## src/rtl/mau_pkg.sv

```systemverilog
// Shared definitions for the M-stage memory access unit: op encodings, FSM states,
// address map constants and a window-membership helper.
package mau_pkg;

    typedef enum logic [3:0] {
        OP_NONE = 4'd0,
        OP_LW   = 4'd1,
        OP_LH   = 4'd2,
        OP_LHU  = 4'd3,
        OP_LB   = 4'd4,
        OP_LBU  = 4'd5,
        OP_SW   = 4'd6,
        OP_SH   = 4'd7,
        OP_SB   = 4'd8
    } mau_op_e;

    typedef enum logic [1:0] {
        ST_IDLE  = 2'd0,
        ST_ISSUE = 2'd1,
        ST_WAIT  = 2'd2,
        ST_DONE  = 2'd3
    } mau_state_e;

    localparam logic [31:0] DM_END      = 32'h0000_2fff;
    localparam logic [31:0] T0_BASE     = 32'h0000_7f00;
    localparam logic [31:0] T1_BASE     = 32'h0000_7f10;
    localparam logic [31:0] IG_BASE     = 32'h0000_7f20;
    localparam logic [31:0] TMR_SIZE    = 32'd12;
    localparam logic [31:0] IG_SIZE     = 32'd4;
    localparam logic [31:0] TMR_CNT_OFS = 32'd8;
    localparam int          TIMEOUT_CYC = 16;

    function automatic logic in_win(input logic [31:0] a, input logic [31:0] base,
                                    input logic [31:0] size);
        return (a >= base) && ((a - base) < size);
    endfunction

endpackage

```

## src/rtl/mau_load_ext.sv

```systemverilog
// Load lane select and sign/zero extension; purely combinational.
module mau_load_ext
    import mau_pkg::*;
(
    input  logic [3:0]  op_i,
    input  logic [1:0]  lane_i,
    input  logic [31:0] raw_i,
    output logic [31:0] data_o
);

    logic [15:0] half_v;
    logic [7:0]  byte_v;

    always_comb begin
        half_v = lane_i[1] ? raw_i[31:16] : raw_i[15:0];
        case (lane_i)
            2'd0:    byte_v = raw_i[7:0];
            2'd1:    byte_v = raw_i[15:8];
            2'd2:    byte_v = raw_i[23:16];
            default: byte_v = raw_i[31:24];
        endcase

        case (op_i)
            OP_LH:   data_o = {{16{half_v[15]}}, half_v};
            OP_LHU:  data_o = {16'h0000, half_v};
            OP_LB:   data_o = {{24{byte_v[7]}}, byte_v};
            OP_LBU:  data_o = {24'h00_0000, byte_v};
            default: data_o = raw_i;
        endcase
    end

endmodule

```

## src/rtl/mem_access_unit.sv

```systemverilog
// M-stage load/store unit with address checks; optional WAIT timeout under MAU_TIMEOUT_EN.
// Latency from accept: 2 cycles for exceptions/stores, 3 for loads (zero-wait bus).
// Holds bus_valid and its fields stable until bus_ready; stalls the pipeline while busy.
module mem_access_unit
    import mau_pkg::*;
(
    input  logic        clk,
    input  logic        reset,
    input  logic        req_valid,
    output logic        req_ready,
    input  logic [3:0]  req_op,
    input  logic [31:0] req_addr,
    input  logic [31:0] req_wdata,
    input  logic        req_ovf,
    input  logic        flush,
    output logic        resp_valid,
    output logic [31:0] resp_rdata,
    output logic        exc_adel,
    output logic        exc_ades,
    output logic        stall,
    output logic        bus_valid,
    input  logic        bus_ready,
    output logic        bus_we,
    output logic [3:0]  bus_byteen,
    output logic [31:0] bus_addr,
    output logic [31:0] bus_wdata,
    input  logic        bus_rvalid,
    input  logic [31:0] bus_rdata
);

    mau_state_e  state_q, state_d;
    logic [3:0]  op_q;
    logic [31:0] addr_q, wdata_q, rdata_q;
    logic        ovf_q, discard_q, discard_d;
    logic        accept, hshk, is_store, is_word, is_half;
    logic        in_dm, in_tmr, in_ig, addr_err;
    logic        tmo, tmo_flag;
    logic [31:0] ext_data;

    assign accept = (state_q == ST_IDLE) && req_valid && (req_op != OP_NONE) && !flush;

    // Address check works on the latched request and is evaluated in ISSUE.
    always_comb begin
        is_store = (op_q == OP_SW) || (op_q == OP_SH) || (op_q == OP_SB);
        is_word  = (op_q == OP_LW) || (op_q == OP_SW);
        is_half  = (op_q == OP_LH) || (op_q == OP_LHU) || (op_q == OP_SH);
        in_dm    = addr_q <= DM_END;
        in_tmr   = in_win(addr_q, T0_BASE, TMR_SIZE) || in_win(addr_q, T1_BASE, TMR_SIZE);
        in_ig    = in_win(addr_q, IG_BASE, IG_SIZE);
        addr_err = ovf_q
                || (is_word && (addr_q[1:0] != 2'b00))
                || (is_half && addr_q[0])
                || !(in_dm || in_tmr || in_ig)
                || (in_tmr && !is_word)
                || (in_tmr && is_store && ((addr_q == T0_BASE + TMR_CNT_OFS)
                                        || (addr_q == T1_BASE + TMR_CNT_OFS)));
    end

    assign bus_valid = (state_q == ST_ISSUE) && !addr_err;
    assign hshk      = bus_valid && bus_ready;

`ifdef MAU_TIMEOUT_EN
    localparam int            TW       = $clog2(TIMEOUT_CYC);
    localparam logic [TW-1:0] TMO_LAST = TW'(TIMEOUT_CYC - 1);
    logic [TW-1:0] cnt_q;
    logic          tmo_q;

    assign tmo      = (state_q == ST_WAIT) && !bus_rvalid && (cnt_q == TMO_LAST);
    assign tmo_flag = tmo_q;

    always_ff @(posedge clk or posedge reset) begin
        if (reset) begin
            cnt_q <= '0;
            tmo_q <= 1'b0;
        end else begin
            cnt_q <= (state_q == ST_WAIT) ? cnt_q + 1'b1 : '0;
            if (accept)
                tmo_q <= 1'b0;
            else if (tmo)
                tmo_q <= 1'b1;
        end
    end
`else
    assign tmo      = 1'b0;
    assign tmo_flag = 1'b0;
`endif

    always_comb begin
        state_d   = state_q;
        discard_d = discard_q;
        case (state_q)
            ST_IDLE: begin
                if (accept) begin
                    state_d   = ST_ISSUE;
                    discard_d = 1'b0;
                end
            end
            ST_ISSUE: begin
                if (addr_err)
                    state_d = flush ? ST_IDLE : ST_DONE;
                else if (hshk) begin
                    // A flushed load still has to absorb its read return.
                    if (is_store)
                        state_d = flush ? ST_IDLE : ST_DONE;
                    else begin
                        state_d   = ST_WAIT;
                        discard_d = flush;
                    end
                end else if (flush)
                    state_d = ST_IDLE;
            end
            ST_WAIT: begin
                if (flush)
                    discard_d = 1'b1;
                if (bus_rvalid || tmo)
                    state_d = (discard_q || flush) ? ST_IDLE : ST_DONE;
            end
            ST_DONE:  state_d = ST_IDLE;
            default:  state_d = ST_IDLE;
        endcase
    end

    mau_load_ext u_load_ext (
        .op_i   (op_q),
        .lane_i (addr_q[1:0]),
        .raw_i  (bus_rdata),
        .data_o (ext_data)
    );

    always_ff @(posedge clk or posedge reset) begin
        if (reset) begin
            state_q   <= ST_IDLE;
            discard_q <= 1'b0;
            op_q      <= 4'd0;
            addr_q    <= '0;
            wdata_q   <= '0;
            ovf_q     <= 1'b0;
            rdata_q   <= '0;
        end else begin
            state_q   <= state_d;
            discard_q <= discard_d;
            if (accept) begin
                op_q    <= req_op;
                addr_q  <= req_addr;
                wdata_q <= req_wdata;
                ovf_q   <= req_ovf;
                rdata_q <= '0;
            end else if ((state_q == ST_WAIT) && bus_rvalid) begin
                rdata_q <= ext_data;
            end
        end
    end

    always_comb begin
        bus_addr   = '0;
        bus_we     = 1'b0;
        bus_byteen = 4'b0000;
        bus_wdata  = '0;
        if (bus_valid) begin
            bus_addr = {addr_q[31:2], 2'b00};
            bus_we   = is_store;
            if (is_word)
                bus_byteen = 4'b1111;
            else if (is_half)
                bus_byteen = addr_q[1] ? 4'b1100 : 4'b0011;
            else
                bus_byteen = 4'b0001 << addr_q[1:0];
            if (is_store)
                bus_wdata = is_word ? wdata_q :
                            is_half ? {2{wdata_q[15:0]}} : {4{wdata_q[7:0]}};
        end
    end

    assign req_ready  = (state_q == ST_IDLE);
    assign resp_valid = (state_q == ST_DONE) && !flush;
    assign resp_rdata = rdata_q;
    assign exc_adel   = resp_valid && !is_store && (addr_err || tmo_flag);
    assign exc_ades   = resp_valid && is_store && addr_err;
    assign stall      = (state_q == ST_ISSUE) || (state_q == ST_WAIT) || accept;

endmodule

```

## config.mk

```make
export PLATFORM = sky130hd
export DESIGN_NAME = mem_access_unit
export DESIGN_NICKNAME = d
export VERILOG_FILES = /design/src/rtl/mau_pkg.sv /design/src/rtl/mau_load_ext.sv /design/src/rtl/mem_access_unit.sv
export SDC_FILE = /design/constraint.sdc
export NUM_CORES = 1
export LEC_CHECK = 0
export CORE_UTILIZATION = 30
export DETAILED_ROUTE_END_ITERATION = 16
export DONT_BUFFER_PORTS = 1
export GPL_ROUTABILITY_DRIVEN = 0
export PLACE_DENSITY = 0.41
export SLEW_MARGIN = 30
export SYNTH_ARGS = -nofsm -noshare
export SYNTH_HDL_FRONTEND = slang
export SYNTH_SLANG_ARGS = --single-unit
```

## constraint.sdc

```tcl
create_clock -name clk -period 11.2 [get_ports clk]
set_clock_uncertainty 0.2 [all_clocks]
set_input_delay 2.24 -clock clk [delete_from_list [all_inputs] [get_ports clk]]
set_output_delay 2.24 -clock clk [all_outputs]
set_load 0.03 [all_outputs]
```

==> results of run 1 <==
==> per-stage QoR <==
step | cell area (um^2) | power, mW | setup WS [ns] | std cells
after CTS | 7190 | 1.99 | 3.93 | 1013
final | 7200 | 1.98 | 3.93 | 1013
after global routing | 7200 | 2.13 | 3.51 | 1013
after detailed placement | 6870 | 1.63 | 4.33 | 997
after floorplan | 6790 | 1.39 | 4.97 | 779
after global placement | 6840 | 1.61 | 4.25 | 997
==> worst max-delay path, cell delays in order, from the launching register on <==
cell and delay [ns]:
dfrtp_1 0.42, inv_1 0.11, ha_1 0.25, a21boi_0 0.17, a211oi_1 0.84, o21ai_0 0.22
a221oi_1 0.38, nand4_1 0.21, nor4_4 0.22, o32ai_2 0.15, nor2_4 0.20, nand2_4 0.12
inv_4 0.25, nand2_4 0.25, a21oi_1 0.67
==> cell usage in the layout, fill, tap and decap left out, drive strengths merged, types with 11 or more instances in the layout <==
cell type	instances
and2	11
a211oi	13
a21oi	42
mux2	70
nand3	12
o21ai	60
dfrtp	104
conb	19
nor2	67
inv	19
nor4	14
and3	13
nor3	17
nand2	113
==> routing by layer <==
metal,vias to the layer above,share of wire [%],global-route usage [%]
li1,2642,-,-
met2,244,48,30.9
met5,-,0,0
met4,0,2.6,7.48
met1,2791,41,23.7
met3,38,8.1,6.56
==> kinds of logic after synthesis <==
family	after synthesis
XOR/XNOR	9
flip-flops	104
buffers and inverters	84
AO/OA/AOI/OAI	180
multiplexers	80
adder cells (fa/ha/maj)	7
other	1
AND/OR/NAND/NOR	296
==> Yosys cell counts, types with 4 or more instances <==
cell	count
a311oi_1	6
a31oi_1	7
a211oi_1	13
nor4_1	11
a221oi_1	10
nand3b_1	4
and3_1	13
a21o_1	6
nor2b_1	7
inv_1	14
mux2i_1	10
o21ai_0	59
dfrtp_1	104
nand2_1	111
xnor2_1	6
nand2b_1	6
nor2_1	66
nand3_1	12
and4_1	4
nand4_1	10
nor3_1	16
mux2_2	70
or3_1	7
a21oi_1	42
ha_1	7
clkbuf_1	40
buf_4	20
and2_1	11
==> layout make-up <==
| type | instances | area (um^2) |
|---|---|---|
| clock inverter | 7 | 95.1 |
| fill | 2346 | 14700 |
| sequential | 104 | 2600 |
| multi-input combinational | 591 | 3810 |
| clock buffer | 9 | 225 |
| tap | 280 | 350 |
| timing repair buffer | 6 | 45.0 |
| inverter | 16 | 65.1 |
==> path summary, 6_finish.rpt <==
path                        startpoint             end  slack, ns
setup / recovery             addr_q[5]   bus_wdata[17]       3.93
min in group asynchronous        reset  resp_rdata[19]       1.58
hold / removal             wdata_q[20]     wdata_q[20]       0.31
hold reg to reg            wdata_q[20]     wdata_q[20]       0.31
setup reg to reg             addr_q[5]       discard_q       7.06
max in group asynchronous        reset      addr_q[14]       7.93
==> flip-flops by register name (all words and copies together) (netlist names) <==
| register | flops |
|---|---|
| resp_rdata | 32 |
| discard_q | 1 |
| ovf_q | 1 |
| addr_q | 32 |
| wdata_q | 32 |
| op_q | 4 |
| state_q | 2 |
==> report_power, final <==
part	internal [mW]	switching, mW	leakage [nW]
Combinational	0.320	0.476	1.46
Clock	0.181	0.165	0.157
Sequential	0.530	0.303	1.29
==> metrics.cfg, run 1 <==
[floorplan]
die_w_um=152
die_h_um=152
ioPinCount=214
dieArea_mm2=0.0230
core_mm2=0.0219
rows=54
initial_utilization_pct=30.7

[routing]
dr.pass1.iters=5
drcViolationCount=0
vias_per_cell=5.64
wirelength_mm=21.7
antenna_left=0
wl_per_cell_um=21.5
drt-initial-drc-count=359
vias=5715

[worst_setup_path]
required_ns=8.76
crit_fanout=25
crit_arrival_ns=4.83
critPathKind=reg2out
rr_worst_depth=12
crit_path_start_kind=register
crit_path_end_kind=output port

[place]
io_buffer_count=0
dp_hpwl_mm=16.4

[global_route]
grt_pass1_vias=5733
grt_use_total_pct=19.3
antenna_found_initial=0
grt_max_degree=66
grt.overflow.total=0
grt_pass1_wl_mm=33.3

[cts]
post_cts_buffers=0
htreeDepth=3
cts_tree=done
path_clk_slew_ns=0.08
cts-root-buf=clkbuf_16
cts_hold_buf=0
post_cts_resized=0
clk_latency_ns=0.36
cts-buffers-inserted=9
clock_sink_count=104
cts.path.max_buffers=2

[run]
max-cap-violations=0

[sta]
fin_crit_ns=7.27
tns_ns=0
finalHoldViolations=0
layout_worst_path_cycle_share_pct=64.9
final_max_slew_viol_count=0
timing.fmax_mhz=138
rsz0062_at_grt=false
worst_slew_pin_slew_ns=0.948
setup_violations=0
maxSlewHeadroom_pct=36.4
whs_ns=0.312

[yosys]
yosysTopAreaCell=dfrtp_1
synth.top_cell.area_share_pct=38.7
seq_area_frac_synth_pct=38.7
avgSynthCellArea_um2=8.83
ys_top_cells_by_area=dfrtp_1 (39%), mux2_2 (12%), nand2_1 (6.2%)
synth_compound_area_share_pct=17.4
syn-instance-count=761
yosysWarnings=0
synthSimpleGateAreaFrac_pct=21.9
netlist_area_mm2=0.00672
synth_xor_area_share_pct=1.17
synth_edf_count=0
ys_seq_elements=104
synth_top_family_by_area=simple AND/OR/NAND/NOR gates
yosys.area_share.adder_pct=1.30
ys.flop_type=dfrtp_1
muxShareOfSynthArea_pct=13.2
synthArstFlopShare_pct=100
synth_cell_types=71

[min_path]
min_path_type=reg2reg
holdPathStages=1

[layout]
drive_gt1_share_pct=16.5
antenna_cells=0
fin_util_pct=32.9
syn_to_final_growth_pct=7.07
final_nets=842

[outcome]
outcome=finished clean

[power_and_ir_drop]
powerDensity_mw_per_mm2=274
max-vdd-ir-drop_mv=0.116
leakagePower_nw=2.90

No activity file was read; power rests on OpenSTA's default activity.
==> inputs of run 2 (changes only) <==
clock period = 7.3 ns   (was 11.2 ns; I/O delays follow)
==> metrics.cfg, run 2 (synthesis gave the netlist of run 1 again) <==
[worst_setup_path]
worstPathCellList=or4b_4 > or3_4 > nor4_2 > a211oi_1 > or4_4 > nor4_4 > o32ai_2 > nor2_4 > nand2_4 > inv_4 > nand2_4 > a311oi_2
slowest_delay_ns=0.63  ; -0.21 ns
crit_fanout=25  ; unchanged
crit_path_end_kind=output port
required_ns=5.64  ; -3.12 ns
crit_arrival_ns=4.69  ; -0.14 ns
cp_common_cell=nand2_4
slowest_stage=or4b_4
critPathKind=reg2out
crit_path_start_kind=register

[run]
max-cap-violations=0  ; unchanged

[routing]
antenna_left=0  ; unchanged
drcViolationCount=0  ; unchanged
vias_per_cell=5.62  ; -0.33%
dr.pass1.iters=6  ; +1
vias=5724  ; +0.16%
drt-initial-drc-count=278  ; -23%
wl_per_cell_um=21.5  ; +0.12%
wirelength_mm=21.9  ; +0.62%

[floorplan]
die_w_um=152  ; unchanged
die_h_um=152  ; unchanged
ioPinCount=214  ; unchanged
initial_utilization_pct=30.7  ; unchanged
rows=54  ; unchanged
core_mm2=0.0219  ; unchanged
dieArea_mm2=0.0230  ; unchanged

[sta]
tns_ns=0  ; unchanged
layout_worst_path_cycle_share_pct=87.0
fin_crit_ns=6.35
rsz0062_at_grt=false
setup_violations=0  ; unchanged
timing.fmax_mhz=157
finalHoldViolations=0  ; unchanged
fin_ws_ns=0.947  ; -2.99 ns
maxSlewHeadroom_pct=37.9  ; +1.4 points
worst_slew_pin_slew_ns=0.926  ; -0.0222 ns
final_max_slew_viol_count=0  ; unchanged

[power_and_ir_drop]
p_seq_share_pct=42.2  ; about the same
pwr-share-clk_pct=17.6  ; about the same
p_int_mw=1.58  ; +53%
switchingPower_mw=1.45  ; +54%
max-vdd-ir-drop_mv=0.130  ; +11%
power_frac_comb_pct=40.2  ; about the same
powerDensity_mw_per_mm2=421  ; +53%
leakagePower_nw=2.93  ; +0.82%
power.share.switching_pct=47.9  ; +0.092 points

[global_route]
grt_pass1_wl_mm=33.6  ; +1.1%
grt_pass1_vias=5755  ; +0.38%
grt_use_total_pct=19.4  ; +0.12 points
grt_max_degree=65  ; -1.5%
antenna_found_initial=0  ; unchanged
grt.overflow.total=0  ; unchanged

[layout]
final_nets=847  ; +0.59%
drive_gt1_share_pct=16.4  ; -0.11 points
regArea_mm2=0.00260  ; unchanged
final_common_cell=nand2_1
final_cell_mix=nand2_1 (111), dfrtp_1 (103), mux2_2 (70)
antenna_cells=0  ; unchanged
syn_to_final_growth_pct=7.19
multi_input_area_mm2=0.00378  ; -0.79%
nFillCells=2316  ; -1.3%

[cts]
cts_hold_buf=0  ; unchanged
clk_latency_ns=0.36  ; about the same
cts-root-buf=clkbuf_16
cts-buffers-inserted=9  ; unchanged
path_clk_slew_ns=0.08  ; about the same
clock_sink_count=104  ; unchanged
post_cts_buffers=0  ; unchanged
htreeDepth=3  ; unchanged
post_cts_resized=0  ; unchanged
cts_tree=done
cts.path.max_buffers=2  ; unchanged

[place]
io_buffer_count=0  ; unchanged
dpl_worst_slack_ns=1.32  ; -3.01 ns
dp_hpwl_mm=16.4  ; -0.14%

[outcome]
outcome=finished clean

[min_path]
min_path_type=reg2reg

[run 2: changes by cell type in the layout (fill, tap and decap cells not counted)]
cell,delta
a211oi_2,+1
o21ai_2,-1
a211oi_1,-1
a311oi_2,-5
o21ai_1,+1
a311oi_1,+5
buf_4,+5
[run 2: final cells by class]
cell class | instances | area share [%]
flip-flops and latches | 104 | 36.1
well taps | 280 | 4.86
inverters | 16 | 0.903
multi-input cells | 591 | 52.5
clock buffers | 9 | 3.13
repair buffers | 11 | 1.15
clock inverters | 7 | 1.32
[run 2: per-stage QoR]
stage	power, mW	instance area, um^2	hold slack (ns)	util [%]	cells
floorplan	2.13	6790	0.275	-	779
global placement	2.48	6880	0.292	31.4	1002
detailed placement	2.50	6880	0.297	31.4	1002
CTS	3.06	7200	0.319	32.9	1018
global route	3.26	7200	0.343	32.9	1018
finish	3.03	7200	0.312	32.9	1018
[run 2: per-layer routing]
| metal | track usage [%] | vias up | wire length, um |
|---|---|---|---|
| met5 | 0 | - | 0 |
| met4 | 4.85 | 0 | 326 |
| met3 | 6.44 | 26 | 1870 |
| met2 | 32.4 | 242 | 10700 |
| met1 | 23.9 | 2811 | 8990 |
| li1 | - | 2645 | - |
[run 2: power groups by stage]
stage | clock network (mW) | registers [mW] | logic [mW]
6_report | 0.535 | 1.28 | 1.22
5_1_grt | 0.581 | 1.33 | 1.35
2_1_floorplan | 0 | 1.07 | 1.07
4_1_cts | 0.557 | 1.28 | 1.22
3_3_place_gp | 0 | 1.28 | 1.21
3_5_place_dp | 0 | 1.29 | 1.21
[run 2: final timing paths]
| check | start | to | slack [ns] | cells past startpoint |
|---|---|---|---|---|
| worst max-delay path | addr_q[15] | bus_wdata[30] | 0.95 | 12 |
| worst min-delay path | ovf_q | ovf_q | 0.31 | 1 |
| worst max register to register | addr_q[15] | state_q[0] | 3.27 | 10 |
| worst min register to register | ovf_q | ovf_q | 0.31 | 1 |
| max in group asynchronous | reset | addr_q[1] | 4.80 | 2 |
| min in group asynchronous | reset | resp_rdata[5] | 0.80 | 1 |
[run 2: critical path: cells and delay by family, from the launching register on]
kind	cells	cell delay, ns
compound gates	3	0.83
buf+inv	1	0.24
flops	1	0.54
simple gates	8	2.70
